## src/rtl/fsk_tx_framer_if.sv

```systemverilog
// Byte handshake between a data source and the FSK transmit framer.
//   tx_data  : byte to send (DATA_BITS wide), driven by the source
//   tx_valid : tx_data valid, driven by the source
//   tx_ready : framer holding register empty, driven by the framer
// A byte moves when tx_valid and tx_ready are both high on a mainclk edge.
interface fsk_tx_framer_if #(
    parameter int DATA_BITS = 8
) ();
    logic [DATA_BITS-1:0] tx_data;
    logic                 tx_valid;
    logic                 tx_ready;

    modport master (
        output tx_data,
        output tx_valid,
        input  tx_ready
    );

    modport slave (
        input  tx_data,
        input  tx_valid,
        output tx_ready
    );
endinterface

```

## src/rtl/fsk_tx_framer.sv

```systemverilog
// Transmit-side UART-style framer with FSK modulation.
// Frames each byte as start(0), data LSB-first, optional even parity,
// stop(1) x STOP_BITS. One symbol is sent per clk288 period. The line
// symbol is modulated onto clk2 (mark, 1) or clk32 (space, 0).
// Ports:
//   mainclk   : system clock, all logic on its rising edge
//   reset     : asynchronous, active-low
//   clk2      : mark carrier, sampled as data
//   clk32     : space carrier, sampled as data
//   clk288    : symbol-rate clock, sampled as data; its rising edge is the symbol tick
//   tx_if     : byte handshake (slave side: tx_data, tx_valid in; tx_ready out)
//   bit_out   : current baseband line symbol
//   fsk_out   : modulated output, lags bit_out by one cycle
//   busy      : a frame is on the line
//   tx_done   : one-cycle pulse at the end of each frame's last stop symbol
//   frame_cnt : frames completed, wraps at 16 bits
module fsk_tx_framer #(
    parameter int DATA_BITS = 8,
    parameter int PARITY_EN = 1,
    parameter int STOP_BITS = 1
) (
    input  logic           mainclk,
    input  logic           reset,
    input  logic           clk2,
    input  logic           clk32,
    input  logic           clk288,
    fsk_tx_framer_if.slave tx_if,
    output logic           bit_out,
    output logic           fsk_out,
    output logic           busy,
    output logic           tx_done,
    output logic [15:0]    frame_cnt
);

    typedef enum logic [2:0] {
        IDLE   = 3'd0,
        START  = 3'd1,
        DATA   = 3'd2,
        PARITY = 3'd3,
        STOP   = 3'd4
    } state_t;

    localparam logic [3:0] LAST_DATA  = 4'(DATA_BITS - 1);
    localparam logic [3:0] LAST_STOP  = 4'(STOP_BITS - 1);
    localparam logic       HAS_PARITY = (PARITY_EN != 32'sd0);

    state_t               state_r;
    logic                 clk288_q_r;
    logic                 tx_ready_r;   // holding register empty
    logic [DATA_BITS-1:0] hold_data_r;
    logic [DATA_BITS-1:0] shift_r;
    logic                 parity_r;
    logic [3:0]           bit_cnt_r;
    logic                 bit_out_r;
    logic                 fsk_out_r;
    logic                 busy_r;
    logic                 tx_done_r;
    logic [15:0]          frame_cnt_r;

    logic                 sym_tick_s;
    logic                 accept_s;

    // Even parity over a data word: the bit that makes the total count of ones even.
    function automatic logic even_parity(input logic [DATA_BITS-1:0] data);
        return ^data;
    endfunction

    // Symbol tick on the rising edge of the sampled clk288; handshake when holding register is empty.
    always_comb begin
        sym_tick_s = clk288 & ~clk288_q_r;
        accept_s   = tx_if.tx_valid & tx_ready_r;
    end

    // Holding register, framing FSM, modulator and frame counter.
    always_ff @(posedge mainclk or negedge reset) begin
        if (!reset) begin
            state_r     <= IDLE;
            clk288_q_r  <= 1'b0;
            tx_ready_r  <= 1'b1;
            hold_data_r <= '0;
            shift_r     <= '0;
            parity_r    <= 1'b0;
            bit_cnt_r   <= 4'd0;
            bit_out_r   <= 1'b1;
            fsk_out_r   <= 1'b0;
            busy_r      <= 1'b0;
            tx_done_r   <= 1'b0;
            frame_cnt_r <= 16'd0;
        end else begin
            clk288_q_r <= clk288;
            tx_done_r  <= 1'b0;
            // Carrier selected by the symbol currently on the line.
            fsk_out_r  <= bit_out_r ? clk2 : clk32;

            // Accept and loading are mutually exclusive: accept needs the
            // register empty, loading needs it full.
            if (accept_s) begin
                hold_data_r <= tx_if.tx_data;
                tx_ready_r  <= 1'b0;
            end else begin
                hold_data_r <= hold_data_r;
            end

            if (sym_tick_s) begin
                case (state_r)
                    IDLE: begin
                        if (!tx_ready_r) begin
                            shift_r    <= hold_data_r;
                            parity_r   <= even_parity(hold_data_r);
                            tx_ready_r <= 1'b1;
                            state_r    <= START;
                            bit_out_r  <= 1'b0;
                            busy_r     <= 1'b1;
                        end else begin
                            bit_out_r  <= 1'b1;
                            busy_r     <= 1'b0;
                        end
                    end
                    START: begin
                        state_r   <= DATA;
                        bit_cnt_r <= 4'd0;
                        bit_out_r <= shift_r[0];
                    end
                    DATA: begin
                        shift_r <= shift_r >> 1;
                        if (bit_cnt_r == LAST_DATA) begin
                            bit_cnt_r <= 4'd0;
                            if (HAS_PARITY) begin
                                state_r   <= PARITY;
                                bit_out_r <= parity_r;
                            end else begin
                                state_r   <= STOP;
                                bit_out_r <= 1'b1;
                            end
                        end else begin
                            bit_cnt_r <= bit_cnt_r + 4'd1;
                            bit_out_r <= shift_r[1];
                        end
                    end
                    PARITY: begin
                        state_r   <= STOP;
                        bit_cnt_r <= 4'd0;
                        bit_out_r <= 1'b1;
                    end
                    STOP: begin
                        if (bit_cnt_r == LAST_STOP) begin
                            tx_done_r   <= 1'b1;
                            frame_cnt_r <= frame_cnt_r + 16'd1;
                            bit_cnt_r   <= 4'd0;
                            // A byte already waiting starts immediately, no idle mark gap.
                            if (!tx_ready_r) begin
                                shift_r    <= hold_data_r;
                                parity_r   <= even_parity(hold_data_r);
                                tx_ready_r <= 1'b1;
                                state_r    <= START;
                                bit_out_r  <= 1'b0;
                                busy_r     <= 1'b1;
                            end else begin
                                state_r    <= IDLE;
                                bit_out_r  <= 1'b1;
                                busy_r     <= 1'b0;
                            end
                        end else begin
                            bit_cnt_r <= bit_cnt_r + 4'd1;
                            bit_out_r <= 1'b1;
                        end
                    end
                    default: begin
                        state_r   <= IDLE;
                        bit_cnt_r <= 4'd0;
                        bit_out_r <= 1'b1;
                        busy_r    <= 1'b0;
                    end
                endcase
            end else begin
                state_r <= state_r;
            end
        end
    end

    assign tx_if.tx_ready = tx_ready_r;
    assign bit_out        = bit_out_r;
    assign fsk_out        = fsk_out_r;
    assign busy           = busy_r;
    assign tx_done        = tx_done_r;
    assign frame_cnt      = frame_cnt_r;

endmodule

```

## src/flat_wrapper.sv

```systemverilog
// flat-port wrapper written by rule: the top's interface ports become plain ports
module fsk_tx_framer_flat 
#(
    parameter int DATA_BITS = 8,
    parameter int PARITY_EN = 1,
    parameter int STOP_BITS = 1
)
  (mainclk, reset, clk2, clk32, clk288, bit_out, fsk_out, busy, tx_done, frame_cnt, tx_if_tx_data, tx_if_tx_valid, tx_if_tx_ready);
  fsk_tx_framer_if #(.DATA_BITS(DATA_BITS)) tx_if_i ();
  input  logic mainclk;
  input  logic reset;
  input  logic clk2;
  input  logic clk32;
  input  logic clk288;
  output logic bit_out;
  output logic fsk_out;
  output logic busy;
  output logic tx_done;
  output logic [15:0] frame_cnt;
  input wire logic [$bits(tx_if_i.tx_data)-1:0] tx_if_tx_data;
  input wire logic [$bits(tx_if_i.tx_valid)-1:0] tx_if_tx_valid;
  output wire logic [$bits(tx_if_i.tx_ready)-1:0] tx_if_tx_ready;
  assign tx_if_i.tx_data = tx_if_tx_data;
  assign tx_if_i.tx_valid = tx_if_tx_valid;
  assign tx_if_tx_ready = tx_if_i.tx_ready;
  fsk_tx_framer #(.DATA_BITS(DATA_BITS), .PARITY_EN(PARITY_EN), .STOP_BITS(STOP_BITS)) u_core (.mainclk(mainclk), .reset(reset), .clk2(clk2), .clk32(clk32), .clk288(clk288), .tx_if(tx_if_i), .bit_out(bit_out), .fsk_out(fsk_out), .busy(busy), .tx_done(tx_done), .frame_cnt(frame_cnt));
endmodule
```

## config.mk

```make
export PLATFORM = sky130hd
export DESIGN_NAME = fsk_tx_framer_flat
export DESIGN_NICKNAME = d
export VERILOG_FILES = /design/src/rtl/fsk_tx_framer_if.sv /design/src/rtl/fsk_tx_framer.sv /design/src/flat_wrapper.sv
export SDC_FILE = /design/constraint.sdc
export NUM_CORES = 1
export LEC_CHECK = 0
export CAP_MARGIN = 20
export CORE_MARGIN = 2
export CORE_UTILIZATION = 30
export DETAILED_ROUTE_END_ITERATION = 16
export PLACE_DENSITY = 0.51
export RECOVER_POWER = 100
export SLEW_MARGIN = 20
export SYNTH_ARGS = -nofsm -noshare
export SYNTH_HDL_FRONTEND = slang
export SYNTH_SLANG_ARGS = --single-unit
export TNS_END_PERCENT = 30
```

## constraint.sdc

```tcl
create_clock -name mainclk -period 4.4 [get_ports mainclk]
set_input_delay 0.88 -clock mainclk [delete_from_list [all_inputs] [get_ports mainclk]]
set_output_delay 0.88 -clock mainclk [all_outputs]
set_load 0.005 [all_outputs]
```

==> metrics <==
CTS max path bufs 2; grt met3 use 2.24%; I/O pin total 35; dpl ws 1.58 ns; Slew @ Worst Pin 2.47 ns; fmax 338 MHz; Largest stage delay, worst path 1.24 ns; 1st-pass router iterations 4; Hold Buf Count CTS 0; fin crit share 67.2%; syn nets 229; Initial Util 31.1%; Fin Setup TNS 0 ns; ys async rst share 100%; fin util 38.1%; setup ws final 1.44 ns; GRT Total Usage 11.9%; CP max-delay cell a2111oi_2; Slew headroom -64.7%; post-route cell area 2780 um^2; simple-gate portion of the synthesized area 17.5%; later-pin clock latency in the skew report 0.30 ns; Required @ worst endpoint 4.53 ns; CTS tree done; Yosys top cell area share 48.5%; vias in the first global route 1544; Critical Path End Type register; Crit Path Class input port to register; final setup vio count 0; largest net degree at the start of global routing 47; Syn Inst Count 212; worst vdd ir 0.229 mV; Die Y 91.0 um; Vias/cell 4.73; GRT Max-Usage Layer met1; DRC violations left 0; Max-Cap Viols 1; share of layout cells above drive strength 1 9.68%; Die ar. 8270 um^2; Nets 264; first-pass GRT wire length 7.97 mm; failing checks max-capacitance violations, max-slew violations; clock transition at the registers of the reported paths 0.09 ns; family with the most delay on the worst path compound AO/OA/AOI/OAI gates; htree depth 2; CTS sink count 46; CP Launch Type input port; Worst Hold Class register to register; Post-Synth XOR/XNOR Area 8.49%; Commonest cells post-synth dfrtp_1, nand2_1, xnor2_1, nor2_1, mux2_2; row count 31; critical path cell sequence dlygate4sd3_1 -> nand2b_1 -> a2111oi_2 -> o21ai_0; Worst EP arrival 3.09 ns; YS warnings 0; met1 Use GR 17.7%; 1st-iter DRT viols 103; Crit Path Max Fanout 15; most common cell in the netlist dfrtp_1; outcome finished, violations left; Final Routed Wirelength 4.66 mm; Pwr Density 542 nW/um^2; initial antenna violation count 0; Post-CTS Setup Repair Bufs 0; P_leak 1.26 nW; CORE AREA 7290 um^2; Final Critical Period 2.96 ns; Yosys reg bits 46; Layout Skew 0.00837 ns; # diodes 0; IO buf count 34; RePlAce Congestion 0.749; complex-gate fraction of the synthesized area 10.4%; antenna viol nets, final 0; Area Overhead vs Synth 22.6%; post_cts resized 0; clk root buf clkbuf_8; hpwl dp 3.31 mm; chip width 91.0 um; endpoints failing hold 0; met2 Resource Use GR 17.3%; largest cells by area after synthesis dfrtp_1, xnor2_1, mux2_2, mux2i_1, nand2_1; Final Slew Violations 47; number of synthesized flops with an enable pin 0; cts bufs inserted 5; worst path buffer plus inverter count 1; Mapped Area 2270 um^2; DP Area 2700 um^2; area share of fa/ha/maj cells after synthesis 1.65%; RSZ-0062 raised after global routing false; syn avg cell area 10.7 um^2; hold_ws 0.474 ns; Most used DFF post-synth dfrtp_1; Synth cell types 41; Seq/Total Area, Yosys 50.9%; global route overflow 0; via count 1642; area leader, netlist dfrtp_1; mux share of post-synthesis cell area 8.05%; largest family of logic cells by synthesized area simple AND/OR/NAND/NOR gates; wire per inst 13.4 um
-- final cells by class --
class | count | area [um^2]
fill | 762 | 4510
timing repair buffer | 34 | 334
sequential | 46 | 1150
clock buffer | 6 | 72.6
tap | 99 | 124
multi-input combinational | 150 | 1020
clock inverter | 2 | 37.5
inverter | 10 | 37.5
-- worst reg2reg max path: stages, from the launching register on --
cell       delay [ns]
dfrtp_1          0.42
inv_1            0.09
ha_1             0.19
or4b_4           0.48
a2111oi_2        1.27
o21ai_0          0.18
-- report_power, final --
| part | switching (mW) | internal (mW) |
|---|---|---|
| clock network | 0.145 | 0.170 |
| registers | 0.122 | 0.534 |
| logic | 0.254 | 0.281 |
-- final timing paths --
check	slack [ns]	startpoint	endpoint	depth (start not counted)
max	1.44	clk288	u_core.shift_r[7]	4
min	0.47	u_core.frame_cnt[15]	u_core.frame_cnt[15]	1
min in group asynchronous	1.34	reset	u_core.bit_cnt_r[3]	1
min reg2reg	0.47	u_core.frame_cnt[15]	u_core.frame_cnt[15]	1
max reg2reg	1.61	u_core.bit_cnt_r[0]	u_core.shift_r[7]	5
max in group asynchronous	1.66	reset	u_core.frame_cnt[13]	1
-- metal layers --
| metal | part of all wire, % | routed length, um |
|---|---|---|
| met5 | 0 | 0 |
| met4 | 1.4 | 66 |
| met3 | 2.3 | 106 |
| met2 | 44 | 2070 |
| met1 | 52 | 2420 |
-- placed cells by master, fill, tap and decap left out, types with 9 or more instances in the layout --
master | Yosys | layout
dfrtp_1 | 44 | 44
dlygate4sd3_1 | 0 | 22
nand2_1 | 18 | 18
xnor2_1 | 17 | 17
nor2_1 | 12 | 12
clkdlybuf4s50_1 | 0 | 11
inv_1 | 9 | 10
nand3_1 | 9 | 10
mux2_2 | 10 | 10
a21oi_1 | 9 | 9
-- registers in the layout, indices dropped and copies added, names as in the netlist --
register	cells
u_core.clk288_q_r	1
u_core.bit_out	1
u_core.state_r	3
u_core.frame_cnt	16
u_core.shift_r	8
u_core.bit_cnt_r	4
u_core.tx_if.tx_ready	1
u_core.parity_r	1
u_core.busy	1
u_core.fsk_out	1
u_core.hold_data_r	8
u_core.tx_done	1
-- per-stage QoR --
stage	total power, mW	std cells
floorplan	1.08	212
global placement	1.22	339
detailed placement	1.22	339
CTS	1.54	347
global route	1.62	347
finish	1.51	347
-- cell families after synthesis --
group	after synthesis
DFF	46
and+or+nand+nor	74
xor gates and xnor gates	22
muxes	17
buffers and inverters	16
adders and majority gates	3
AOI/OAI and AO/OA	34
(Power assumes the default switching activity.)
